==> src/rtl/ifm_fetch.sv <==
// ifm_fetch: walks a 5x5 IFM tile as nine 3x3 windows in a snake order.
// The first window is read in full (9 bytes). Each later step reads only the
// 3-byte row or column that enters the window. The packed bytes are then
// offered on a valid/ready step interface.
module ifm_fetch #(
    parameter int IMG_W     = 32,
    parameter int ADDR_W    = 12,
    parameter int BASE_ADDR = 0
) (
    input  logic               clk,
    input  logic               rst,
    input  logic               start,
    input  logic [7:0]         tile_row,
    input  logic [7:0]         tile_col,
    output logic               busy,
    output logic               done,
    output logic               mem_rd_en,
    output logic [ADDR_W-1:0]  mem_addr,
    input  logic [7:0]         mem_rd_data,
    output logic [2:0][31:0]   ifm_word,
    output logic [2:0]         ifm_mode,
    output logic               ifm_valid,
    input  logic               ifm_ready,
    output logic [3:0]         step_idx
);

    typedef enum logic [1:0] {IDLE, READ, WAIT, PRESENT} state_t;

    localparam logic [2:0] MODE_ALL   = 3'b111;
    localparam logic [2:0] MODE_RIGHT = 3'b001;
    localparam logic [2:0] MODE_DOWN  = 3'b010;
    localparam logic [2:0] MODE_LEFT  = 3'b100;

    // Fixed step order: ALL, R, R, D, L, L, D, R, R
    function automatic logic [2:0] step_mode(input logic [3:0] s);
        case (s)
            4'd0:                      return MODE_ALL;
            4'd3, 4'd6:                return MODE_DOWN;
            4'd4, 4'd5:                return MODE_LEFT;
            default:                   return MODE_RIGHT;
        endcase
    endfunction

    state_t              state_q, state_d;
    logic [3:0]          step_q, step_d;
    logic [3:0]          rd_cnt_q, rd_cnt_d;
    logic [3:0]          cap_cnt_q, cap_cnt_d;
    logic [7:0]          tile_row_q, tile_row_d;
    logic [7:0]          tile_col_q, tile_col_d;
    logic                rd_en_q, rd_en_d;
    logic [ADDR_W-1:0]   addr_q, addr_d;
    logic                rd_vld_q, rd_vld_d;
    logic [71:0]         shreg_q, shreg_d;
    logic                done_q, done_d;

    logic [2:0]          cur_mode;
    logic [3:0]          last_idx;
    logic [1:0]          off_r, off_c, dr, dc;
    logic [31:0]         row_abs, col_abs, addr_full;

    assign cur_mode = step_mode(step_q);
    assign last_idx = (step_q == 4'd0) ? 4'd8 : 4'd2;

    // Byte address of the read issued this cycle: window offset plus the byte's position in the step
    always_comb begin
        off_r = 2'd0;
        off_c = 2'd0;
        dr    = 2'd0;
        dc    = 2'd0;
        case (step_q)
            4'd0: begin off_r = 2'd0; off_c = 2'd0; end
            4'd1: begin off_r = 2'd0; off_c = 2'd1; end
            4'd2: begin off_r = 2'd0; off_c = 2'd2; end
            4'd3: begin off_r = 2'd1; off_c = 2'd2; end
            4'd4: begin off_r = 2'd1; off_c = 2'd1; end
            4'd5: begin off_r = 2'd1; off_c = 2'd0; end
            4'd6: begin off_r = 2'd2; off_c = 2'd0; end
            4'd7: begin off_r = 2'd2; off_c = 2'd1; end
            default: begin off_r = 2'd2; off_c = 2'd2; end
        endcase
        case (cur_mode)
            MODE_ALL: begin
                case (rd_cnt_q)
                    4'd0, 4'd1, 4'd2: dr = 2'd0;
                    4'd3, 4'd4, 4'd5: dr = 2'd1;
                    default:          dr = 2'd2;
                endcase
                case (rd_cnt_q)
                    4'd0, 4'd3, 4'd6: dc = 2'd0;
                    4'd1, 4'd4, 4'd7: dc = 2'd1;
                    default:          dc = 2'd2;
                endcase
            end
            MODE_RIGHT: begin dr = rd_cnt_q[1:0]; dc = 2'd2; end
            MODE_DOWN:  begin dr = 2'd2; dc = rd_cnt_q[1:0]; end
            default:    begin dr = rd_cnt_q[1:0]; dc = 2'd0; end
        endcase
        row_abs   = 32'(tile_row_q) + 32'(off_r) + 32'(dr);
        col_abs   = 32'(tile_col_q) + 32'(off_c) + 32'(dc);
        addr_full = 32'(BASE_ADDR) + row_abs * 32'(IMG_W) + col_abs;
    end

    // Next-state logic. Reads issue back to back. A byte is captured one
    // cycle after its strobe leaves the block.
    always_comb begin
        state_d    = state_q;
        step_d     = step_q;
        rd_cnt_d   = rd_cnt_q;
        cap_cnt_d  = cap_cnt_q;
        tile_row_d = tile_row_q;
        tile_col_d = tile_col_q;
        rd_en_d    = 1'b0;
        addr_d     = addr_q;
        rd_vld_d   = rd_en_q;
        shreg_d    = shreg_q;
        done_d     = 1'b0;

        if (rd_vld_q) begin
            shreg_d   = {shreg_q[63:0], mem_rd_data};
            cap_cnt_d = cap_cnt_q + 4'd1;
        end

        case (state_q)
            IDLE: begin
                if (start) begin
                    tile_row_d = tile_row;
                    tile_col_d = tile_col;
                    step_d     = 4'd0;
                    rd_cnt_d   = 4'd0;
                    cap_cnt_d  = 4'd0;
                    state_d    = READ;
                end
            end
            READ: begin
                rd_en_d  = 1'b1;
                addr_d   = addr_full[ADDR_W-1:0];
                rd_cnt_d = rd_cnt_q + 4'd1;
                if (rd_cnt_q == last_idx) state_d = WAIT;
            end
            WAIT: begin
                if (rd_vld_q && cap_cnt_q == last_idx) state_d = PRESENT;
            end
            default: begin
                if (ifm_ready) begin
                    if (step_q == 4'd8) begin
                        step_d  = 4'd0;
                        done_d  = 1'b1;
                        state_d = IDLE;
                    end else begin
                        step_d    = step_q + 4'd1;
                        rd_cnt_d  = 4'd0;
                        cap_cnt_d = 4'd0;
                        state_d   = READ;
                    end
                end
            end
        endcase
    end

    // State registers. Reset also clears the read pipeline, so data still in flight is dropped.
    always_ff @(posedge clk or posedge rst) begin
        if (rst) begin
            state_q    <= IDLE;
            step_q     <= 4'd0;
            rd_cnt_q   <= 4'd0;
            cap_cnt_q  <= 4'd0;
            tile_row_q <= 8'd0;
            tile_col_q <= 8'd0;
            rd_en_q    <= 1'b0;
            addr_q     <= '0;
            rd_vld_q   <= 1'b0;
            shreg_q    <= 72'd0;
            done_q     <= 1'b0;
        end else begin
            state_q    <= state_d;
            step_q     <= step_d;
            rd_cnt_q   <= rd_cnt_d;
            cap_cnt_q  <= cap_cnt_d;
            tile_row_q <= tile_row_d;
            tile_col_q <= tile_col_d;
            rd_en_q    <= rd_en_d;
            addr_q     <= addr_d;
            rd_vld_q   <= rd_vld_d;
            shreg_q    <= shreg_d;
            done_q     <= done_d;
        end
    end

    assign busy      = (state_q != IDLE);
    assign done      = done_q;
    assign mem_rd_en = rd_en_q;
    assign mem_addr  = addr_q;
    assign ifm_valid = (state_q == PRESENT);
    assign ifm_mode  = busy ? cur_mode : 3'b000;
    assign step_idx  = step_q;

    // Output packing. The newest bytes sit at the bottom of the shift register, oldest first.
    always_comb begin
        ifm_word = '0;
        if (state_q == PRESENT) begin
            case (cur_mode)
                MODE_ALL: begin
                    ifm_word[0] = {8'h00, shreg_q[71:48]};
                    ifm_word[1] = {8'h00, shreg_q[47:24]};
                    ifm_word[2] = {8'h00, shreg_q[23:0]};
                end
                MODE_RIGHT: ifm_word[0] = {8'h00, shreg_q[23:0]};
                MODE_DOWN:  ifm_word[1] = {8'h00, shreg_q[23:0]};
                default:    ifm_word[2] = {8'h00, shreg_q[23:0]};
            endcase
        end
    end

endmodule
==> config.mk <==
export PLATFORM = sky130hd
export DESIGN_NAME = ifm_fetch
export DESIGN_NICKNAME = d
export VERILOG_FILES = /design/src/rtl/ifm_fetch.sv
export SDC_FILE = /design/constraint.sdc
export NUM_CORES = 1
export LEC_CHECK = 0
export CAP_MARGIN = 20
export CORE_MARGIN = 2
export CORE_UTILIZATION = 50
export CTS_BUF_LIST = sky130_fd_sc_hd__clkbuf_16
export CTS_CLUSTER_DIAMETER = 40
export DETAILED_ROUTE_END_ITERATION = 7
export HOLD_SLACK_MARGIN = 0.15
export PLACE_DENSITY = 0.8
export SLEW_MARGIN = 5
export SYNTH_ARGS = -nofsm -noshare
export SYNTH_HDL_FRONTEND = slang
export SYNTH_SLANG_ARGS = --single-unit
==> constraint.sdc <==
create_clock -name clk -period 6.2 [get_ports clk]
set_input_delay 1.86 -clock clk [delete_from_list [all_inputs] [get_ports clk]]
set_output_delay 1.86 -clock clk [all_outputs]
set_load 0.005 [all_outputs]
---- After elaboration in Yosys (flattened, before gate mapping) ----
Memory sizes are Yosys's and may differ from the RTL's.
Index checks and enable logic that the tools add are counted.
storage, ports and cells
  input port bits ......................... 28
  bits in read-only memories .............. 32
  flip-flop bits (word level) ............. 116
  logic and storage cells ................. 101
  memories ................................ 1
  bits in writable memories ............... 0
  latch bits .............................. 0
cells by class
  shift-type cells ........................ 0
  reductions and logical operators ........ 21
  mux-type cells .......................... 34
  multiply operators ...................... 0
  divide/modulo/power cells ............... 0
  add/subtract/negate cells ............... 8
  bitwise gates (word level) .............. 2
  $lt $le $gt $ge ......................... 0
  equality and inequality tests ........... 24
memory list
  name              words  width  rd ports  clocked after Yosys merged registers in  wr ports  RTL line  source
  (name not given)  8      4      1         0                                        0         70        case (step_q)
operator list
  operator                                                          count
  24-bit case mux with 2 select lines                               2
  88-bit 2-to-1 mux                                                 1
  4-bit 2-to-1 mux                                                  11
  4-bit by 3-bit == test with 1-bit output (second input constant)  7
  24-bit 2-to-1 mux                                                 1
  4-bit case mux with 2 select lines                                2
  3-bit OR reduction                                                5
  7-bit by 2-bit adder with 7-bit output                            2
  12-bit by 10-bit adder with 12-bit output                         1
  4-bit by 1-bit adder with 4-bit output (second input constant)    3
  4-bit by 2-bit == test with 1-bit output (second input constant)  3
  2-bit case mux with 2 select lines                                3
  2-bit case mux with 3 select lines                                2
  4-bit case mux with 3 select lines                                1
  9-bit by 2-bit adder with 10-bit output                           1
  8-bit by 2-bit adder with 9-bit output                            1
  3-bit case mux with 3 select lines                                1
  4-bit == test                                                     2
  4-bit logical NOT                                                 2
  2-bit 2-to-1 mux                                                  4
  4-bit AND reduction                                               2
  2-bit OR reduction                                                4
  2-bit inequality test (second input constant)                     3
  1-bit 2-to-1 mux                                                  5
  other kinds (17)                                                  20

---- Longest topological paths before layout ----
Gate-level depths: netlist (run 1).
  word-level depth ........................ 7
  gate-level depth with buffers ........... 19
  mapped depth without buffers ............ 18

---- Least setup slack after synthesis (run 1) ----
OpenSTA, ideal clock, no wires.
  path type ............................... reg-to-reg
  from .................................... register step_q[1] (netlist: step_idx[1])
  to ...................................... register addr_q[10] (netlist: mem_addr[10])
  clock period less this slack ............ 4,585 ps
  cell stages (with the launch flop) ...... 19
  path buffers ............................ 1
  setup slack ............................. 1,615 ps
  required time ........................... 6,075 ps
  arrival ................................. 4,461 ps
  cells stage by stage .................... dfrtp_1 > inv_1 > ha_1 > or3b_1 > buf_6 > or4_1 > o21ai_0 > o22ai_1 > fa_1 > ha_1 > inv_1 > fa_1 > inv_1 > ha_1 > ha_1 > or3_1 > o211ai_1 > xnor2_1 > mux2_2
on the way
  cells in the longest elaborated chain, start to end .. 7
  elaborated cells on any way between the ends .. 20
  those cells by class .................... add/sub (5); eq/ne (7); mux (4); reduce/logical (3); memory (1)
ends and longest elaborated chain
  what                                                                             RTL line  source
  from (decl)                                                                      45        logic [3:0] step_q, step_d;
  from (signal assigned)                                                           176       step_q <= step_d;
  branches (longest 6 deep; another with 9-bit by 2-bit adder with 10-bit output)  n/a
  12-bit by 10-bit adder with 12-bit output *                                      100       addr_full = 32'(BASE_ADDR) + row_abs * 32'(IMG_W) + col_abs;
  to (signal assigned)                                                             182       addr_q <= addr_d;
  to (decl)                                                                        51        logic [ADDR_W-1:0] addr_q, addr_d;
Every way passes the cells marked *.
A chain may end at the register's enable or synchronous reset.

==> load_flow_metrics.sql, run 1 <==
INSERT INTO impl_metrics (metric_group, metric, value, unit) VALUES
('run', 'drv.max_cap_violation_count', '0', ''),
('place', 'gp_congestion', '0.8797', ''),
('route', 'postRouteAntennaNets', '0', ''),
('synth', 'mapped_cell_area', '6470', 'um2'),
('clocking', 'number_of_buffers_inserted_during_clock_tree_synthesis', '17', ''),
('hold_path', 'worstHoldPathType', 'reg -> reg', ''),
('clocking', 'clk_root_buffer_cell', 'clkbuf_16', ''),
('run_status', 'status', 'complete, no violations', ''),
('timing', 'final.setup_skew', '0.009033', 'ns'),
('route', 'route.final.wire_length', '15630', 'um'),
('timing', 'setup-tns-final', '0', 'ns'),
('synth', 'synth_compound_gate_area_share', '10.54', '%'),
('critical_path', 'timing.rr.start', 'step_idx[1]', ''),
('synth', 'yosysTopAreaCellShare', '44.87', '%'),
('grt', 'first_global_vias', '4995', ''),
('synth', 'syn_avg_cell_area', '10.87', 'um2'),
('critical_path', 'cp_data_arrival_time', '3.70', 'ns'),
('synth', 'synth_sequential_area_ratio', '44.87', '%'),
('route', 'route.vias.total', '4978', ''),
('route', 'route.detailed.vias_per_inst', '5.593', ''),
('die', 'chipHeight', '117.8', 'um'),
('synth', 'synth-seq-cells', '116', ''),
('power', 'seqPwrFrac', '28.3', '%'),
('grt', 'maximum_number_of_pins_on_one_net_before_global_route_repair', '90', ''),
('synth', 'synth-warning-count', '0', ''),
('clocking', 'postCtsHoldBufs', '0', ''),
('power', 'vdd.ir_drop.worst', '0.4819', 'mV'),
('critical_path', 'regToRegEndpoint', 'mem_addr[10]', ''),
('critical_path', 'timing.critical_path.cells', 'inv_1, ha_1, a21oi_1, nor2_1, buf_4, nor2_2, buf_4, a22oi_1, nor2b_1, clkdlybuf4s50_1', ''),
('critical_path', 'cp_max_stage_delay', '0.83', 'ns'),
('synth', 'syn-instance-count', '595', ''),
('layout', 'final_nets', '762', ''),
('layout', 'flow.area_growth_from_synthesis', '28.20', '%'),
('timing', 'total_count_of_hold_check_failures_in_the_final_report', '0', ''),
('power', 'cellLeakagePower', '3.537', 'nW'),
('timing', 'worst-slew-pin-transition', '1.049', 'ns'),
('clocking', 'post_cts_buffers', '0', ''),
('layout', 'antenna_cells_inserted', '0', ''),
('route', 'initialDrtViolationCount', '400', ''),
('synth', 'largest_cells_by_area_after_synthesis', 'dfrtp_1 (45%), mux2_2 (16%), a22oi_1 (5.6%), ha_1 (4.4%), nor2b_1 (3.0%)', ''),
('synth', 'synth.distinct_cells', '52', ''),
('die', 'design.core.area', '12620', 'um2'),
('place', 'buffer_ports.inserted', '121', ''),
('clocking', 'clock_tree.htree_level_count', '4', ''),
('synth', 'most_common_cell_in_the_netlist', 'dfrtp_1', ''),
('timing', 'fmaxAchievable', '179.8', 'MHz'),
('die', 'die_x', '117.8', 'um'),
('clocking', 'postCtsResizedCells', '0', ''),
('critical_path', 'crit_family', 'buffers and inverters', ''),
('synth', 'synth_xor_area_share', '2.031', '%'),
('synth', 'area_fraction_in_and_or_nand_and_nor_cells_after_synthesis', '12.16', '%'),
('clocking', 'clk_latency', '0.42', 'ns'),
('synth', 'most_frequent_cells_after_synthesis', 'dfrtp_1 (116), mux2_2 (93), nor2_1 (51)', ''),
('clocking', 'tritoncts', 'yes', ''),
('critical_path', 'crit_path_top_delay_cell', 'nor2_2', ''),
('synth', 'synth-edff-count', '0', ''),
('power', 'power.clock.fraction', '16.9', '%'),
('synth', 'largest_family_of_logic_cells_by_synthesized_area', 'multiplexers', ''),
('critical_path', 'end_kind', 'output port', ''),
('critical_path', 'critical_path.n_buffers_inverters', '4', ''),
('grt', 'grt_first_pass_wirelength', '26040', 'um'),
('route', 'drt_first_pass_iters', '5', ''),
('die', 'core.rowCount', '41', ''),
('power', 'p_int', '3.267', 'mW'),
('timing', 'slew-limit-headroom', '30.03', '%'),
('synth', 'synthAdderAreaFrac', '6.304', '%'),
('critical_path', 'path_max_fanout', '28', ''),
('synth', 'synth-async-reset-ratio', '100.0', '%'),
('clocking', 'clkSinkCount', '116', ''),
('grt', 'grt_antenna_before_repair', '0', ''),
('timing', 'setup_violations', '0', '');
==> stage by stage <==
step           setup slack, ns  utilization (%)  instances  area [um2]
2_1_floorplan            1.268                -        618        6556
3_3_place_gp             1.124            61.15        857        7717
3_5_place_dp             1.012            61.15        857        7717
4_1_cts                 0.6680            65.51        889        8267
5_1_grt                 0.4383            65.72        890        8294
6_report                0.6387            65.72        890        8294
==> layout make-up <==
cell class,instances,area [um2]
fill,979,4325
clock inverter,15,123.9
inverter,19,73.82
multi-input combinational,420,3246
sequential,116,2904
timing repair buffer,131,1306
tap,172,215.2
clock buffer,17,425.4
==> worst min path at each step <==
stage                     startpoint       end  slack, ns  cells after the start
after floorplan            mem_rd_en  rd_vld_q       0.38                      0
after global placement     mem_rd_en  rd_vld_q       0.38                      0
after detailed placement   mem_rd_en  rd_vld_q       0.37                      0
after CTS                  mem_rd_en  rd_vld_q       0.39                      0
after global routing       mem_rd_en  rd_vld_q       0.41                      0
final                      mem_rd_en  rd_vld_q       0.38                      0
==> per-layer routing <==
layer,up-vias,wire [um],GRT usage [%]
met5,-,0,0
met4,0,385,9.940
met3,26,1060,5.717
met2,202,7279,36.37
met1,2473,6900,32.05
li1,2277,-,-
==> state kept, by name, indices dropped and copies added (netlist names) <==
| signal | cells |
|---|---|
| tile_row_q | 7 |
| done | 1 |
| state_q | 2 |
| rd_vld_q | 1 |
| shreg_q | 72 |
| step_idx | 4 |
| tile_col_q | 8 |
| mem_addr | 12 |
| rd_cnt_q | 4 |
| mem_rd_en | 1 |
| cap_cnt_q | 4 |
==> power groups by stage <==
stage                     registers, mW  logic [mW]  clock network [mW]
after global routing               1.59        3.28               0.960
after floorplan                    1.39        2.07                   0
final                              1.53        2.97               0.913
after global placement             1.50        2.86                   0
after detailed placement           1.53        2.95                   0
after CTS                          1.52        2.97               0.925
==> cell usage in the layout, fill, tap and decap left out, types with 2 or more instances in the layout <==
cell / count
a211oi_1: 2
a21o_1: 2
a21oi_1: 15
a22oi_1: 48
and3_1: 25
buf_4: 9
bufinv_16: 2
clkbuf_16: 17
clkdlybuf4s50_1: 121
clkinv_1: 3
clkinv_2: 6
clkinvlp_4: 2
conb_1: 24
dfrtp_1: 115
fa_1: 6
ha_1: 23
inv_1: 20
mux2_1: 2
mux2_2: 93
mux2i_1: 7
nand2_1: 15
nand2b_1: 5
nand3_1: 6
nand3b_1: 2
nand4_1: 2
nor2_1: 50
nor2b_1: 31
nor3_1: 5
o21ai_0: 13
o21bai_1: 2
o22a_1: 2
o31ai_1: 3
or4_1: 2
xnor2_1: 12
xor2_1: 3
==> worst register-to-register path, stage by stage, from the launching register on <==
cell and delay, ns:
dfrtp_1 0.50, inv_1 0.15, ha_1 0.28, a21oi_1 0.22, nor2_1 0.06, buf_4 0.24, nor2_2 0.84, o21bai_1 0.23
fa_1 0.43, ha_1 0.23, inv_1 0.08, fa_1 0.41, inv_1 0.07, ha_1 0.22, ha_1 0.22, or3_1 0.36
o211ai_1 0.22, xnor2_1 0.09, mux2_2 0.26
==> cells by family (layout without fill, tap and decap cells) <==
logic type / Yosys count / after routing
flops: 116 / 116
other cells: 1 / 24
compound gates: 99 / 99
fa+ha+maj: 29 / 29
buf+inv: 82 / 182
simple gates: 151 / 151
xor+xnor: 15 / 15
mux: 102 / 102
Power figures use the tool's default switching activity.
==> inputs of run 2 (changes only) <==
--- a/config.mk
+++ b/config.mk
@@ -5,6 +5,7 @@
 export SDC_FILE = /design/constraint.sdc
 export NUM_CORES = 1
 export LEC_CHECK = 0
+export ABC_AREA = 1
 export CAP_MARGIN = 20
 export CORE_MARGIN = 2
 export CORE_UTILIZATION = 50
==> run 2 against run 1 <==
Final cell count increased by 28%. Routed wire length up 9.2%. Synthesized cell count increased by 42%. Total power fell by 12%. Register-to-register slack better by 0.30 ns. Sequential cell count stayed put. Fmax increased by 5.0%. First-iteration DRC count up 34%. Design area is 0.27% lower. Non-clock buffer count decreased by 4. Sequential power decreased by 12%. Critical path depth down 2. Critical endpoint is now ifm_word[7].
==> load_flow_metrics.sql, run 2 <==
INSERT INTO impl_metrics (metric_group, metric, value, unit) VALUES
('critical_path', 'timing.rr.start', 'step_idx[0]', ''),
('grt', 'grt_first_pass_wirelength', '27700', 'um'),
('hold_path', 'worstHoldPathType', 'reg -> reg', ''),
('critical_path', 'critPathKind', 'reg -> out', ''),
('critical_path', 'regToRegEndpoint', 'mem_addr[11]', ''),
('place', 'post-dp-hpwl', '11650', 'um'),
('critical_path', 'worst_ep_required_time', '4.34', 'ns'),
('clocking', 'clock_tree.htree_level_count', '4', ''),
('die', 'starting_density', '51.28', '%'),
('synth', 'synth-edff-count', '0', ''),
('power', 'cellLeakagePower', '3.773', 'nW'),
('timing', 'final.setup_skew', '0.005581', 'ns'),
('clocking', 'clk_transition_reported_paths', '0.05', 'ns'),
('clocking', 'postCtsResizedCells', '0', ''),
('synth', 'syn_avg_cell_area', '7.649', 'um2'),
('run', 'drv.max_cap_violation_count', '0', ''),
('clocking', 'post_cts_buffers', '0', ''),
('timing', 'setup_violations', '0', ''),
('synth', 'yosysTopAreaCellShare', '44.86', '%'),
('synth', 'most_frequent_cells_after_synthesis', 'nand2_1 (268), dfrtp_1 (116), inv_1 (78)', ''),
('critical_path', 'reg2regPathDepth', '22', ''),
('timing', 'timing.final.crit_share', '85.42', '%'),
('route', 'route.detailed.vias_per_inst', '5.282', ''),
('layout', 'commonest_non_fill_non_tap_cell_in_the_layout', 'nand2_1', ''),
('hold_path', 'holdPathStages', '0', ''),
('hold_path', 'min_delay_worst_endpoint', 'rd_vld_q', ''),
('synth', 'synth.distinct_cells', '31', ''),
('grt', 'grt.overflow.total', '0', ''),
('synth', 'synth_sequential_area_ratio', '44.86', '%'),
('route', 'drc', '0', ''),
('timing', 'total_count_of_hold_check_failures_in_the_final_report', '0', ''),
('layout', 'flow.area_growth_from_synthesis', '27.82', '%'),
('layout', 'antenna_cells_inserted', '0', ''),
('route', 'route.final.wire_length', '17070', 'um'),
('clocking', 'postCtsHoldBufs', '0', ''),
('timing', 'worst-slew-pin-transition', '0.9415', 'ns'),
('die', 'design.core.area', '12620', 'um2'),
('route', 'route.vias.total', '5995', ''),
('timing', 'setup-tns-final', '0', 'ns'),
('synth', 'mapped_cell_area', '6471', 'um2'),
('grt', 'first_global_vias', '5495', ''),
('layout', 'layoutNonFillerInstCount', '1135', ''),
('clocking', 'tritoncts', 'yes', ''),
('route', 'top_layer', 'met4', ''),
('clocking', 'clk_latency', '0.41', 'ns'),
('timing', 'final.min_clock_period', '5.296', 'ns'),
('die', 'core.rowCount', '41', ''),
('synth', 'most_common_cell_in_the_netlist', 'nand2_1', ''),
('layout', 'reg_with_most_ffs', 'shreg_q', ''),
('route', 'postRouteAntennaNets', '0', ''),
('critical_path', 'path_max_fanout', '51', ''),
('route', 'post_drt_wl_per_cell', '15.04', 'um'),
('clocking', 'clkSinkCount', '116', ''),
('place', 'buffer_ports.inserted', '121', ''),
('layout', 'flip_flop_count_of_the_largest_register_all_copies_and_words_added', '72', ''),
('timing', 'grt_setup_unrepaired', 'false', ''),
('synth', 'synth_top_area_cell', 'dfrtp_1', ''),
('run_status', 'status', 'complete, no violations', ''),
('grt', 'maximum_number_of_pins_on_one_net_before_global_route_repair', '94', ''),
('hold_path', 'holdCritStartpoint', 'mem_rd_en', ''),
('clocking', 'clk_root_buffer_cell', 'clkbuf_16', ''),
('timing', 'slew-limit-headroom', '37.08', '%'),
('synth', 'synth-seq-cells', '116', ''),
('synth', 'synth-warning-count', '0', ''),
('power', 'power.density', '576.7', 'nW/um2'),
('route', 'route.met2.wl', '7782', 'um'),
('die', 'die_x', '117.8', 'um'),
('route', 'initialDrtViolationCount', '535', ''),
('die', 'die_area', '13870', 'um2'),
('route', 'drt-met1-wl', '7536', 'um'),
('layout', 'most-common-layout-cells', 'nand2_1 (268), clkdlybuf4s50_1 (121), dfrtp_1 (115)', ''),
('layout', 'layout-drive-gt1-share', '5.815', '%'),
('die', 'chipHeight', '117.8', 'um'),
('synth', 'ys.flop_type', 'dfrtp_1', ''),
('route', 'dr_wl_met3', '1341', 'um'),
('critical_path', 'startpoint', 'step_idx[0]', ''),
('die', 'io-pin-count', '147', ''),
('critical_path', 'end_kind', 'output port', ''),
('synth', 'syn-instance-count', '846', ''),
('layout', 'final_nets', '1007', ''),
('critical_path', 'r2r_slack', '1.29', 'ns'),
('synth', 'largest_cells_by_area_after_synthesis', 'dfrtp_1 (45%), nand2_1 (16%), o21ai_0 (5.7%), a21oi_1 (4.9%), inv_1 (4.5%)', ''),
('timing', 'fmaxAchievable', '188.8', 'MHz'),
('timing', 'number_of_pins_with_negative_max_slew_slack_in_the_final_report', '0', ''),
('clocking', 'ctsLongestPathBuffers', '2', ''),
('power', 'vdd.ir_drop.worst', '0.5018', 'mV'),
('grt', 'grt_util_all_layers', '24.88', '%'),
('critical_path', 'start_kind', 'flop', ''),
('critical_path', 'cp_data_arrival_time', '3.44', 'ns'),
('place', 'dpl.cell_count', '1103', ''),
('place', 'gp_congestion', '0.8429', ''),
('route', 'drt_first_pass_iters', '5', ''),
('grt', 'grt_antenna_before_repair', '0', ''),
('clocking', 'number_of_buffers_inserted_during_clock_tree_synthesis', '17', ''),
('synth', 'synth-async-reset-ratio', '100.0', '%');
run 2: cell count changes after synthesis, sizes merged, moves of 40 or more:
cell and change:
a21oi +48, a22oi -48, inv +64, mux2 -87, nand2 +254, nand3 +40, o21ai +60
run 2: routing by layer:
layer | global-route usage [%] | vias to the layer above
met4 | 8.434 | 0
met3 | 5.233 | 28
met1 | 35.63 | 2827
li1 | - | 2853
met5 | 0 | -
met2 | 37.68 | 287
run 2: logic make-up after synthesis:
family                     share of synthesized area [%]
other                                            0.05795
muxes                                              1.392
adders and majority gates                          6.303
xor gates and xnor gates                           1.353
buffers and inverters                              10.25
AOI/OAI and AO/OA                                  11.58
and+or+nand+nor                                    24.21
DFF                                                44.86
run 2: critical path, cell delays in order (launching register included):
cell             delay [ns]
dfrtp_1                0.43
inv_1                  0.11
ha_1                   0.26
nand2_2                0.20
inv_2                  0.39
nor2_4                 0.65
nand2_1                0.10
a21oi_1                0.32
clkdlybuf4s50_1        0.57
run 2: per-stage QoR:
| step | power (mW) | util (%) | hold slack, ns | area [um2] | worst slack (ns) |
|---|---|---|---|---|---|
| floorplan | 2.952 | - | 0.3757 | 6558 | 1.268 |
| global placement | 3.636 | 60.87 | 0.3767 | 7681 | 1.390 |
| detailed placement | 3.735 | 60.87 | 0.3642 | 7681 | 1.364 |
| CTS | 4.757 | 65.55 | 0.3913 | 8272 | 0.9242 |
| global route | 5.160 | 65.55 | 0.4063 | 8272 | 0.5991 |
| finish | 4.770 | 65.55 | 0.3853 | 8272 | 0.9042 |
run 2: worst max-delay path by stage:
stage | to | slack [ns] | cells after the start
2_1_floorplan | cap_cnt_q[0] | 1.27 | 1
3_3_place_gp | ifm_word[7] | 1.39 | 8
3_5_place_dp | ifm_word[7] | 1.36 | 8
4_1_cts | ifm_word[7] | 0.92 | 8
5_1_grt | ifm_word[7] | 0.60 | 8
6_report | ifm_word[7] | 0.90 | 8
run 2: power by group:
| group | leakage, nW | switching, mW | internal [mW] | total, mW |
|---|---|---|---|---|
| registers | 1.48 | 0.281 | 1.07 | 1.35 |
| clock network | 0.279 | 0.348 | 0.625 | 0.974 |
| logic | 2.02 | 1.52 | 0.923 | 2.45 |
| total | 3.77 | 2.15 | 2.62 | 4.77 |
run 2: layout make-up:
type                    instances  area (um2)
inverters                      83       314.1
multi-input cells             605        2992
repair buffers                127        1256
well taps                     172       215.2
flip-flops and latches        116        2904
fillers                      1060        4348
clock inverters                15       165.2
clock buffers                  17       425.4
==> inputs of run 3 (changes only) <==
--- a/config.mk
+++ b/config.mk
@@ -14,7 +14,7 @@
 export DETAILED_ROUTE_END_ITERATION = 7
 export HOLD_SLACK_MARGIN = 0.15
 export PLACE_DENSITY = 0.8
-export SLEW_MARGIN = 5
+export SLEW_MARGIN = 40
 export SYNTH_ARGS = -nofsm -noshare
 export SYNTH_HDL_FRONTEND = slang
 export SYNTH_SLANG_ARGS = --single-unit
==> run 3 against run 2 <==
Via count rose by 0.62%. Combinational power barely moved. Register-to-register slack improved by 0.05 ns. Die area did not move. Critical endpoint unchanged. Design area rose by 0.38%. Largest power group unchanged. Worst setup slack got worse by 0.36 ns. Clock power rose by 2%. Routed wire length rose by 1.9%.
==> load_flow_metrics.sql, run 3 (synthesis gave the netlist of run 2 again) <==
INSERT INTO impl_metrics (metric_group, metric, value, unit) VALUES
('timing', 'number_of_pins_with_negative_max_slew_slack_in_the_final_report', '0', ''),
('place', 'buffer_ports.inserted', '121', ''),
('grt', 'grt_util_all_layers', '25.77', '%'),
('clocking', 'postCtsResizedCells', '0', ''),
('timing', 'timing.final.crit_share', '91.26', '%'),
('critical_path', 'path_max_fanout', '51', ''),
('run', 'drv.max_cap_violation_count', '0', ''),
('run_status', 'status', 'complete, no violations', ''),
('timing', 'total_count_of_hold_check_failures_in_the_final_report', '0', ''),
('grt', 'grt-busiest-layer', 'met2', ''),
('route', 'route.vias.total', '6032', ''),
('critical_path', 'crit_family', 'buffers and inverters', ''),
('place', 'post-dp-hpwl', '11640', 'um'),
('die', 'io-pin-count', '147', ''),
('critical_path', 'critical_path.n_buffers_inverters', '3', ''),
('timing', 'final.setup_skew', '0.006382', 'ns'),
('place', 'preCtsSetupSlack', '1.352', 'ns'),
('place', 'dpl.cell_count', '1103', ''),
('clocking', 'clk_latency', '0.41', 'ns'),
('critical_path', 'worst_ep_required_time', '4.34', 'ns'),
('timing', 'setup_violations', '0', ''),
('power', 'power.density', '578.3', 'nW/um2'),
('critical_path', 'cp_max_stage_delay', '0.76', 'ns'),
('layout', 'commonest_non_fill_non_tap_cell_in_the_layout', 'nand2_1', ''),
('die', 'core.rowCount', '41', ''),
('die', 'design.core.area', '12620', 'um2'),
('clocking', 'tritoncts', 'yes', ''),
('timing', 'setup-tns-final', '0', 'ns'),
('hold_path', 'worstHoldPathType', 'reg -> reg', ''),
('layout', 'flow.area_growth_from_synthesis', '28.31', '%'),
('clocking', 'ctsLongestPathBuffers', '2', ''),
('critical_path', 'critPathKind', 'reg -> out', ''),
('timing', 'final.min_clock_period', '5.658', 'ns'),
('clocking', 'postCtsHoldBufs', '0', ''),
('clocking', 'clk_root_buffer_cell', 'clkbuf_16', ''),
('critical_path', 'cp_data_arrival_time', '3.80', 'ns'),
('critical_path', 'crit_path_top_delay_cell', 'nor2_4', ''),
('layout', 'most-common-layout-cells', 'nand2_1 (266), clkdlybuf4s50_1 (121), dfrtp_1 (115)', ''),
('route', 'drt_first_pass_iters', '5', ''),
('clocking', 'clk_transition_reported_paths', '0.05', 'ns'),
('layout', 'final_nets', '1008', ''),
('timing', 'fmaxAchievable', '176.7', 'MHz'),
('layout', 'multi_input_comb_area', '2997', 'um2'),
('layout', 'antenna_cells_inserted', '0', ''),
('power', 'cellLeakagePower', '3.800', 'nW'),
('grt', 'grt_antenna_before_repair', '0', ''),
('timing', 'whs', '0.3821', 'ns'),
('layout', 'layout.area.seq', '2904', 'um2'),
('grt', 'globalRouteMet2Util', '38.88', '%'),
('critical_path', 'timing.critical_path.cells', 'inv_1, ha_1, nand2_2, clkinv_2, nor2_4, nand2_1, a21oi_1, clkdlybuf4s50_1', ''),
('clocking', 'clock_tree.htree_level_count', '4', ''),
('grt', 'first_global_vias', '5669', ''),
('timing', 'slew-limit-headroom', '50.98', '%'),
('power', 'vdd.ir_drop.worst', '0.3894', 'mV'),
('grt', 'grt_first_pass_wirelength', '28620', 'um'),
('die', 'die_x', '117.8', 'um'),
('critical_path', 'end_kind', 'output port', ''),
('route', 'drc', '0', ''),
('clocking', 'clkSinkCount', '116', ''),
('clocking', 'post_cts_buffers', '0', ''),
('grt', 'maximum_number_of_pins_on_one_net_before_global_route_repair', '94', ''),
('clocking', 'number_of_buffers_inserted_during_clock_tree_synthesis', '17', ''),
('route', 'route.detailed.vias_per_inst', '5.315', ''),
('timing', 'grt_setup_unrepaired', 'false', ''),
('route', 'initialDrtViolationCount', '590', ''),
('layout', 'reg_with_most_ffs', 'shreg_q', ''),
('layout', 'layout-drive-gt1-share', '5.711', '%'),
('timing', 'worst-slew-pin-transition', '0.7345', 'ns'),
('place', 'gp_congestion', '0.8429', ''),
('die', 'die_area', '13870', 'um2'),
('timing', 'setup_ws', '0.5422', 'ns'),
('grt', 'grt.overflow.total', '0', ''),
('grt', 'global_route_met3_utilization', '5.329', '%'),
('grt', 'met1_layer_usage_reported_by_global_route', '36.50', '%'),
('die', 'chipHeight', '117.8', 'um'),
('layout', 'layoutNonFillerInstCount', '1135', ''),
('route', 'postRouteAntennaNets', '0', ''),
('route', 'route.final.wire_length', '17390', 'um'),
('layout', 'flip_flop_count_of_the_largest_register_all_copies_and_words_added', '72', ''),
('layout', 'number_of_fillers_in_the_final_layout', '1082', ''),
('critical_path', 'start_kind', 'flop', ''),
('die', 'starting_density', '51.28', '%'),
('route', 'post_drt_wl_per_cell', '15.33', 'um');
[run 3: cell types whose count changed in the layout (fill, tap and decap cells not counted), sizes merged]
cell / delta
clkinvlp: -3
inv: +1
bufinv: +1
buf: +1
[run 3: stage by stage]
step	utilization, %	total power, mW	cell area, um2
after floorplan	-	2.952	6558
after global placement	60.87	3.636	7681
after detailed placement	60.89	3.735	7684
after CTS	65.61	4.776	8279
after global routing	65.79	5.203	8303
final	65.79	4.802	8303
[run 3: worst paths after layout]
kind / from / endpoint / slack [ns] / depth (start not counted)
max: step_idx[0] / ifm_word[7] / 0.54 / 8
min: mem_rd_en / rd_vld_q / 0.38 / 0
max reg2reg: step_idx[0] / mem_addr[11] / 1.34 / 22
min reg2reg: mem_rd_en / rd_vld_q / 0.38 / 0
max in group asynchronous: rst / shreg_q[39] / 3.32 / 3
min in group asynchronous: rst / mem_addr[10] / 1.91 / 2
[run 3: routing by layer]
layer / routed length (um) / up-vias
met5: 0 / -
met4: 484 / 0
met3: 1303 / 42
met2: 7957 / 278
met1: 7649 / 2861
li1: - / 2851
[run 3: area by class of cell]
type                            instances  area share, %
Clock inverter                         14          2.049
Timing Repair Buffer                  128          15.37
Tap cell                              172          2.592
Sequential cell                       116          34.98
Clock buffer                           17          5.124
Inverter                               83          3.797
Multi-Input combinational cell        605          36.09
[run 3: where the power goes]
part,leakage [nW],total (mW),internal [mW],switching [mW]
registers,1.48,1.35,1.07,0.282
logic,2.03,2.46,0.929,1.53
clock network,0.297,0.993,0.659,0.333
total,3.80,4.80,2.66,2.14
